<file path="config.mk">
export PLATFORM = sky130hd
export DESIGN_NAME = text_console_writer
export DESIGN_NICKNAME = d
export VERILOG_FILES = /design/src/rtl/text_console_pkg.sv /design/src/rtl/text_console_writer.sv
export SDC_FILE = /design/constraint.sdc
export NUM_CORES = 1
export LEC_CHECK = 0
export BUFFER_PORTS_ARGS = -buffer_cell sky130_fd_sc_hd__buf_2
export CORE_AREA = 2 2 109 111
export DETAILED_ROUTE_END_ITERATION = 6
export DIE_AREA = 0 0 111 113
export PLACE_DENSITY_LB_ADDON = 0.3
export SLEW_MARGIN = 25
export SYNTH_ARGS = -nofsm -noshare
export SYNTH_HDL_FRONTEND = slang
export SYNTH_SLANG_ARGS = --single-unit
</file>
<file path="constraint.sdc">
create_clock -name Clk -period 3.2 [get_ports Clk]
set_input_delay 0.64 -clock Clk [delete_from_list [all_inputs] [get_ports Clk]]
set_output_delay 0.64 -clock Clk [all_outputs]
set_load 0.005 [all_outputs]
</file>
<file path="src/rtl/text_console_pkg.sv">
// Shared types, control codes and lane packing for the text-mode VRAM writer.
package text_console_pkg;

  typedef enum logic [1:0] {
    IDLE,
    WRITE,
    CLEAR_ROW,
    CLEAR_ALL
  } state_t;

  localparam logic [7:0] CH_BS    = 8'h08;
  localparam logic [7:0] CH_LF    = 8'h0A;
  localparam logic [7:0] CH_FF    = 8'h0C;
  localparam logic [7:0] CH_CR    = 8'h0D;
  localparam logic [7:0] CH_SPACE = 8'h20;

  typedef struct packed {
    logic [3:0]  we;
    logic [31:0] din;
  } lane_wr_t;

  // Two characters share a 32-bit word: even column low half, odd column high half.
  function automatic lane_wr_t pack_lane(input logic [7:0] ch, input logic [7:0] attr,
                                         input logic odd);
    lane_wr_t w;
    w.we  = odd ? 4'b1100 : 4'b0011;
    w.din = odd ? {ch, attr, 16'h0000} : {16'h0000, ch, attr};
    return w;
  endfunction

  function automatic logic is_printable(input logic [7:0] ch);
    return (ch[6:0] >= 7'h20) && (ch[6:0] <= 7'h7E);
  endfunction

endpackage

</file>
<file path="src/rtl/text_console_writer.sv">
// Byte-stream console writer: tracks a cursor and writes glyph/attribute pairs,
// row clears and full-screen clears into text-mode VRAM over BRAM port A.
module text_console_writer
  import text_console_pkg::*;
#(
  parameter int         COLS           = 80,
  parameter int         ROWS           = 30,
  parameter int         ADDR_W         = 11,
  parameter logic [7:0] CLEAR_ATTR     = 8'h00,
  parameter bit         CLEAR_ON_RESET = 1'b1
) (
  input  logic              Clk,
  input  logic              Reset,
  input  logic              in_valid,
  output logic              in_ready,
  input  logic [7:0]        in_char,
  input  logic [7:0]        in_attr,
  output logic              bram_en,
  output logic [3:0]        bram_we,
  output logic [ADDR_W-1:0] bram_addr,
  output logic [31:0]       bram_din,
  output logic [6:0]        cursor_col,
  output logic [4:0]        cursor_row,
  output logic              busy
);

  localparam logic [ADDR_W-1:0] HALF_A   = ADDR_W'(COLS / 2);
  localparam logic [ADDR_W-1:0] HALF_M1  = ADDR_W'(COLS / 2 - 1);
  localparam logic [ADDR_W-1:0] LAST_ALL = ADDR_W'((COLS / 2) * ROWS - 1);
  localparam logic [6:0]        LAST_COL = 7'(COLS - 1);
  localparam logic [4:0]        LAST_ROW = 5'(ROWS - 1);
  localparam logic [31:0]       CLEAR_WORD = {CH_SPACE, CLEAR_ATTR, CH_SPACE, CLEAR_ATTR};

  state_t            state_q;
  logic [6:0]        col_q;
  logic [4:0]        row_q;
  logic [7:0]        ch_q;
  logic [7:0]        attr_q;
  logic [ADDR_W-1:0] wr_addr_q;
  logic              wr_odd_q;
  logic              adv_q;
  logic [ADDR_W-1:0] clr_addr_q;
  logic [ADDR_W-1:0] clr_last_q;

  logic [4:0] row_next;
  logic [6:0] col_dec;
  lane_wr_t   lane;

  function automatic logic [ADDR_W-1:0] row_base(input logic [4:0] row);
    return ADDR_W'(row) * HALF_A;
  endfunction

  function automatic logic [ADDR_W-1:0] word_addr(input logic [6:0] col, input logic [4:0] row);
    return row_base(row) + ADDR_W'(col[6:1]);
  endfunction

  assign row_next = (row_q == LAST_ROW) ? 5'd0 : row_q + 5'd1;
  assign col_dec  = col_q - 7'd1;

  always_ff @(posedge Clk) begin
    if (Reset) begin
      state_q    <= CLEAR_ON_RESET ? CLEAR_ALL : IDLE;
      col_q      <= '0;
      row_q      <= '0;
      ch_q       <= '0;
      attr_q     <= '0;
      wr_addr_q  <= '0;
      wr_odd_q   <= 1'b0;
      adv_q      <= 1'b0;
      clr_addr_q <= '0;
      clr_last_q <= LAST_ALL;
    end else begin
      case (state_q)
        IDLE: begin
          if (in_valid) begin
            ch_q   <= in_char;
            attr_q <= in_attr;
            if (is_printable(in_char)) begin
              state_q   <= WRITE;
              wr_addr_q <= word_addr(col_q, row_q);
              wr_odd_q  <= col_q[0];
              // Last column wraps and schedules a line advance after the write.
              if (col_q == LAST_COL) begin
                col_q <= '0;
                row_q <= row_next;
                adv_q <= 1'b1;
              end else begin
                col_q <= col_q + 7'd1;
                adv_q <= 1'b0;
              end
            end else if (in_char == CH_LF) begin
              row_q      <= row_next;
              clr_addr_q <= row_base(row_next);
              clr_last_q <= row_base(row_next) + HALF_M1;
              state_q    <= CLEAR_ROW;
            end else if (in_char == CH_CR) begin
              col_q <= '0;
            end else if (in_char == CH_BS) begin
              if (col_q != 7'd0) begin
                col_q     <= col_dec;
                ch_q      <= CH_SPACE;
                wr_addr_q <= word_addr(col_dec, row_q);
                wr_odd_q  <= col_dec[0];
                adv_q     <= 1'b0;
                state_q   <= WRITE;
              end
            end else if (in_char == CH_FF) begin
              col_q      <= '0;
              row_q      <= '0;
              clr_addr_q <= '0;
              clr_last_q <= LAST_ALL;
              state_q    <= CLEAR_ALL;
            end
          end
        end
        WRITE: begin
          if (adv_q) begin
            clr_addr_q <= row_base(row_q);
            clr_last_q <= row_base(row_q) + HALF_M1;
            state_q    <= CLEAR_ROW;
          end else begin
            state_q <= IDLE;
          end
        end
        CLEAR_ROW, CLEAR_ALL: begin
          if (clr_addr_q == clr_last_q) begin
            state_q <= IDLE;
          end else begin
            clr_addr_q <= clr_addr_q + ADDR_W'(1);
          end
        end
        default: state_q <= IDLE;
      endcase
    end
  end

  assign lane = pack_lane(ch_q, attr_q, wr_odd_q);

  // Port A is decoded from registered state; Reset masks it so an aborted
  // clear or write stops on the very cycle Reset is raised.
  always_comb begin
    bram_we   = 4'h0;
    bram_din  = 32'h0;
    bram_addr = '0;
    if (!Reset) begin
      case (state_q)
        WRITE: begin
          bram_we   = lane.we;
          bram_din  = lane.din;
          bram_addr = wr_addr_q;
        end
        CLEAR_ROW, CLEAR_ALL: begin
          bram_we   = 4'hF;
          bram_din  = CLEAR_WORD;
          bram_addr = clr_addr_q;
        end
        default: ;
      endcase
    end
  end

  assign bram_en    = |bram_we;
  assign in_ready   = !Reset && (state_q == IDLE);
  assign busy       = !Reset && (state_q != IDLE);
  assign cursor_col = col_q;
  assign cursor_row = row_q;

endmodule

</file>
== After elaboration in Yosys (flattened, before gate mapping) ==
Index checks and enable logic that the tools add are counted.

* Input bits: 19
* Output and inout port bits: 62
* Bits in registers: 65

* Magnitude comparators: 2
* Multipliers: 2
* Reductions and logical operators: 21
* Equality and inequality tests: 27
* Multiplexer cells: 70
* Add/sub/neg operators: 8

{| class="wikitable"
|+ Operators with widths
! cell !! count
|-
| $mux 11 || 21
|-
| $mux 32 || 2
|-
| $pmux 32 s2 || 1
|-
| $mux 7 || 7
|-
| $pmux 11 s2 || 2
|-
| $mux 8 || 5
|-
| $mux 5 || 7
|-
| $pmux 11 s3 || 1
|-
| $eq 8x4->1 const B || 4
|-
| $add 11x6->11 || 2
|-
| $add 11x6->11 const B || 2
|-
| $mux 2 || 9
|-
| $mul 5x3->8 const B || 2
|-
| $ne 3x3->1 const B || 5
|-
| $ne 2x2->1 const B || 7
|-
| $reduce_and 7->1 || 2
|-
| $reduce_and 6->1 || 2
|-
| $add 11x1->11 const B || 1
|-
| $eq 11x11->1 || 1
|-
| $mux 1 || 11
|-
| $ne 5x5->1 const B || 2
|-
| $reduce_and 5->1 || 2
|-
| $mux 4 || 2
|-
| $pmux 4 s2 || 1
|-
| other kinds (23) || 29
|}

== Logic depth before layout (Yosys ltp) ==
* Depth in word-level cells: 8
* Mapped depth: 15
* Gate-level depth less buffers: 14

== Least setup slack after synthesis ==
Ideal clock, no wire load.

* Kind: input-to-reg
* From: in in_char[1]
* To: reg wr_addr_q[9]
* Data arrival time: 3085 ps
* Stages: 11
* Setup time: 86 ps
* Setup slack: 29 ps
* Path buffers: 1
* Path through: clkbuf_1 > a41oi_1 > or3_1 > xnor2_1 > inv_1 > fa_1 > nor2b_1 > o21ai_0 > or3_1 > xor2_1 > a211oi_1

* Word-level cells in the longest chain between the ends: 4
* Elaborated cells on any way between the ends: 12

{| class="wikitable"
|+ Ends and longest elaborated chain
! what !! line !! text
|-
| start: declaration || text_console_writer.sv:16 || <nowiki>input logic [7:0] in_char,</nowiki>
|-
| $ge 7x6->1 or $le 7x7->1 (tied branches) || text_console_pkg.sv:32 || <nowiki>return (ch[6:0] >= 7'h20) && (ch[6:0] <= 7'h7E);</nowiki>
|-
| $logic_and 1x1->1 || text_console_pkg.sv:32 ||
|-
| $ne 2x2->1 (no line) or $reduce_bool 2->1 (tied branches) || -- ||
|-
| $reduce_and 6->1 (no line) || -- ||
|-
| end signal: assignment || text_console_writer.sv:80 || <nowiki>wr_addr_q <= word_addr(col_q, row_q);</nowiki>
|-
| end signal: assignment || text_console_writer.sv:102 || <nowiki>wr_addr_q <= word_addr(col_dec, row_q);</nowiki>
|-
| end: declaration || text_console_writer.sv:39 || <nowiki>logic [ADDR_W-1:0] wr_addr_q;</nowiki>
|}

Several ways; a longest one is shown, not always the timed one.
A chain may end at the register's enable or synchronous reset.

== Worst setup path after layout ==
* From: reg row_q[1] (netlist: cursor_row[1])
* To: reg clr_last_q[10]

* Word-level cells in the longest chain between the ends: 8
* Elaborated cells on any way between the ends: 12

{| class="wikitable"
|+ Ends and longest elaborated chain
! what !! line !! text
|-
| start: declaration || text_console_writer.sv:36 || <nowiki>logic [4:0] row_q;</nowiki>
|-
| start signal: assignment || text_console_writer.sv:85 || <nowiki>row_q <= row_next;</nowiki>
|-
| start signal: assignment || text_console_writer.sv:92 || <nowiki>row_q <= row_next;</nowiki>
|-
| $add 5x1->5 or $eq 5x5->1 (tied branches) || text_console_writer.sv:57 || <nowiki>assign row_next = (row_q == LAST_ROW) ? 5'd0 : row_q + 5'd1;</nowiki>
|-
| $mux 5 || text_console_writer.sv:57 ||
|-
| $mul 5x3->8 || text_console_writer.sv:50 || <nowiki>return ADDR_W'(row) * HALF_A;</nowiki>
|-
| $add 11x6->11 || text_console_writer.sv:94 || <nowiki>clr_last_q <= row_base(row_next) + HALF_M1;</nowiki>
|-
| $mux 11 || text_console_writer.sv:91 || <nowiki>end else if (in_char == CH_LF) begin</nowiki>
|-
| $mux 11 || text_console_writer.sv:78 || <nowiki>if (is_printable(in_char)) begin</nowiki>
|-
| $mux 11 || text_console_writer.sv:75 || <nowiki>if (in_valid) begin</nowiki>
|-
| $pmux 11 s2 * || text_console_writer.sv:73 || <nowiki>case (state_q)</nowiki>
|-
| end signal: assignment || text_console_writer.sv:94 ||
|-
| end signal: assignment || text_console_writer.sv:119 || <nowiki>clr_last_q <= row_base(row_q) + HALF_M1;</nowiki>
|-
| end: declaration || text_console_writer.sv:43 || <nowiki>logic [ADDR_W-1:0] clr_last_q;</nowiki>
|}

Every way passes the cells marked *; elsewhere a longest branch is shown, timed or not. The select of a mux whose other input is x is not followed.

==> impl_metrics.py <==
metrics = {
    "routing": {
        "wirelength_um": 12800,
        "via_per_inst": 5.50,
        "drt_iter0_markers": 251,
        "vias": 4482,
        "drc": 0,
        "wl_per_cell_um": 15.7,
        "drt-pass1-iter-count": 5,
        "ant_nets": 0,
    },
    "placed_design": {
        "portBuffers": 80,
        "gp_congestion": 0.898,
        "dp.final_hpwl_um": 9560,
    },
    "clock_network": {
        "cts_tree": "done",
        "clkTransAtPathRegs_ns": 0.05,
        "clkLatencyLatePin_ns": 0.33,
        "cts_root_buf": "clkbuf_16",
        "cts_max_level": 3,
        "cts_buffer_depth": 2,
        "post_cts_buffers": 0,
        "cts_sinks": 62,
        "numCtsBuffers": 9,
    },
    "floorplan": {
        "rows": 39,
        "ios": 81,
        "core_um2": 11300,
        "die_height_um": 113,
        "die_width_um": 111,
        "start_util": 0.393,
        "dieArea_um2": 12500,
    },
    "worst_setup_path": {
        "startpoint_type": "flip-flop",
        "crit_type": "reg -> reg",
        "critPathArrivalTime_ns": 3.36,
        "endpoint_kind": "flip-flop",
        "r2r-start": "cursor_row[1]$_SDFFE_PP0P_",
        "crit_required_ns": 3.47,
        "crit_start": "cursor_row[1]$_SDFFE_PP0P_",
        "path_max_fanout": 9,
    },
    "timing": {
        "hold_violations": 0,
        "slew_headroom": 0.342,
        "setup_viol": 0,
        "max_freq_mhz": 324,
        "maxSlewViolCount": 0,
        "period_share": 0.965,
        "min_period_ns": 3.09,
        "skew_ns": 0.00604,
        "grt_setup_unrepaired": "yes",
        "worst_slew_pin_slew_ns": 0.983,
    },
    "finish": {
        "multi_input_area_um2": 2950,
        "n_antenna_cell": 0,
        "area_growth_pct": 22.5,
        "fin_nets": 712,
        "seqCellArea_um2": 1240,
        "drive_above_1_share": 0.217,
        "fillers": 1152,
        "fin_util": 0.481,
    },
    "grt": {
        "grtUsageTotal": 0.204,
        "grt_max_degree": 32,
        "grt-ovfl-total": 0,
        "antenna_found_initial": 0,
        "grt_pass1_wl_um": 21100,
        "first_global_vias": 4216,
    },
    "synthesis": {
        "avgSynthCellArea_um2": 7.57,
        "synth_fp_nets": 630,
        "synth_xor_area_frac": 0.0673,
        "synthSimpleGateAreaFrac": 0.296,
        "synth-edff-count": 0,
        "ys_async_sr_fraction": 0,
        "synth_ff_type": "dfxtp_1",
        "synthMuxAreaShare": 0.0251,
        "seq_area_frac_synth": 0.280,
        "ys_ff_latch": 62,
        "syn_area_um2": 4430,
        "ys_types": 61,
        "synth_top_family_by_area": "simple AND/OR/NAND/NOR gates",
        "synth_compound_area_frac": 0.195,
        "syn_inst": 585,
        "synth_adder_area_share": 0.0786,
        "ys_warn_count": 0,
    },
    "hold_path": {
        "min_path_type": "reg -> reg",
        "worstHoldStart": "attr_q[1]$_SDFFE_PP0P_",
    },
    "status": {
        "outcome": "completed",
    },
    "power_and_ir_drop": {
        "powerDensity_nw_per_um2": 364,
        "p_leak_nw": 2.28,
        "power_mw": 1.98,
        "ir_drop_mv": 0.227,
    },
    "run": {
        "cap_violations": 0,
    },
}
==> synth_stat cells, drive strengths merged, types with 2 or more instances <==
cell,count,area share
nor2,67,0.057
nand2,63,0.053
dfxtp,62,0.28
a21oi,58,0.066
and2,36,0.051
clkbuf,33,0.028
ha,23,0.065
xnor2,21,0.042
o21ai,20,0.023
inv,16,0.014
and3,14,0.020
nor3,13,0.015
xor2,13,0.026
buf,11,0.016
nand3,11,0.012
mux2i,10,0.023
a211oi,9,0.016
nand2b,8,0.011
nand4,6,0.0085
nor2b,6,0.0085
or3,6,0.0085
or4,6,0.010
a21o,5,0.0085
nor4,5,0.0085
a221oi,4,0.0079
a22oi,4,0.0068
and4,4,0.0079
o22ai,4,0.0057
o32ai,4,0.0079
or2,4,0.0057
a31oi,3,0.0042
fa,3,0.014
o21bai,3,0.0051
o31ai,3,0.0051
a211o,2,0.0040
a221o,2,0.0045
a2bb2oi,2,0.0040
a31o,2,0.0040
nand4b,2,0.0054
nor3b,2,0.0034
o211ai,2,0.0034
o221ai,2,0.0040
==> worst paths after layout <==
path | slack, ns | end | cells after the start
min reg2reg | 0.46 | attr_q[1]$_SDFFE_PP0P_ | 2
min | 0.46 | attr_q[1]$_SDFFE_PP0P_ | 2
max reg2reg | 0.11 | clr_last_q[10]$_SDFFE_PP1P_ | 11
max | 0.11 | clr_last_q[10]$_SDFFE_PP1P_ | 11
==> stage by stage <==
step | instance area, um2 | TNS [ns] | cells | setup WS, ns | hold slack [ns]
finish | 5430 | 0 | 815 | 0.111 | 0.463
global route | 5430 | -0.0474 | 815 | -0.0438 | 0.489
CTS | 5410 | 0 | 815 | 0.000622 | 0.465
detailed placement | 5080 | -0.0511 | 799 | -0.0511 | 0.457
global placement | 5080 | -0.0233 | 799 | -0.0233 | 0.450
floorplan | 4430 | 0 | 585 | 0.0290 | 0.440
==> kinds of logic (layout without fill, tap and decap cells) <==
kind of cell / after synthesis / count (layout)
muxes: 11 / 11
adders and majority gates: 26 / 26
and+or+nand+nor: 256 / 256
AOI/OAI and AO/OA: 136 / 136
buffers and inverters: 60 / 147
DFF: 62 / 62
xor gates and xnor gates: 34 / 34
==> final cells by class <==
cell class / instances / area share
clock buffer: 13 / 0.0498
clock inverter: 3 / 0.0120
inverter: 16 / 0.0111
multi-input combinational: 463 / 0.543
sequential: 62 / 0.229
tap: 143 / 0.0330
timing repair buffer: 115 / 0.122
==> sequential cells by signal, indices dropped and copies added, names as in the netlist <==
signal / cells
clr_addr_q: 11
wr_addr_q: 11
attr_q: 8
ch_q: 8
clr_last_q: 8
cursor_col: 7
cursor_row: 5
state_q: 2
adv_q: 1
wr_odd_q: 1
==> placed cells by master (no fill, tap or decap), drive strengths merged, types with 8 or more instances in the layout <==
cell / instances
a21oi: 58
nand2b: 8
dfxtp: 62
and3: 14
a211oi: 9
nand3: 11
mux2i: 10
xnor2: 21
and2: 36
xor2: 13
inv: 16
buf: 115
nor2: 67
ha: 23
clkbuf: 13
nand2: 63
o21ai: 20
nor3: 13
==> metal layers <==
layer  wire (um)  global-route usage
met1        5700               0.268
met2        6300               0.345
met4         218              0.0517
met3         606              0.0402
met5           0                   0
==> repair_timing <==
| action | CTS | global route |
|---|---|---|
| resized for setup | 0 | 4 |
| hold buffers | 0 | 0 |
| setup endpoints to repair | 0 | 4 |
==> report_power, final <==
group / internal (mW) / switching [mW]
logic: 0.0464 / 0.0617
clock network: 0.744 / 0.345
registers: 0.776 / 0.00459
==> worst max-delay path, stage by stage, from the launching register on <==
cell	delay, ns
dfxtp_1	0.35
inv_1	0.07
ha_1	0.19
and4_2	0.31
nor2_1	0.25
ha_1	0.30
ha_1	0.22
inv_1	0.07
fa_1	0.50
or4_1	0.55
nand3_1	0.10
a221o_1	0.13
(Power assumes the default switching activity.)
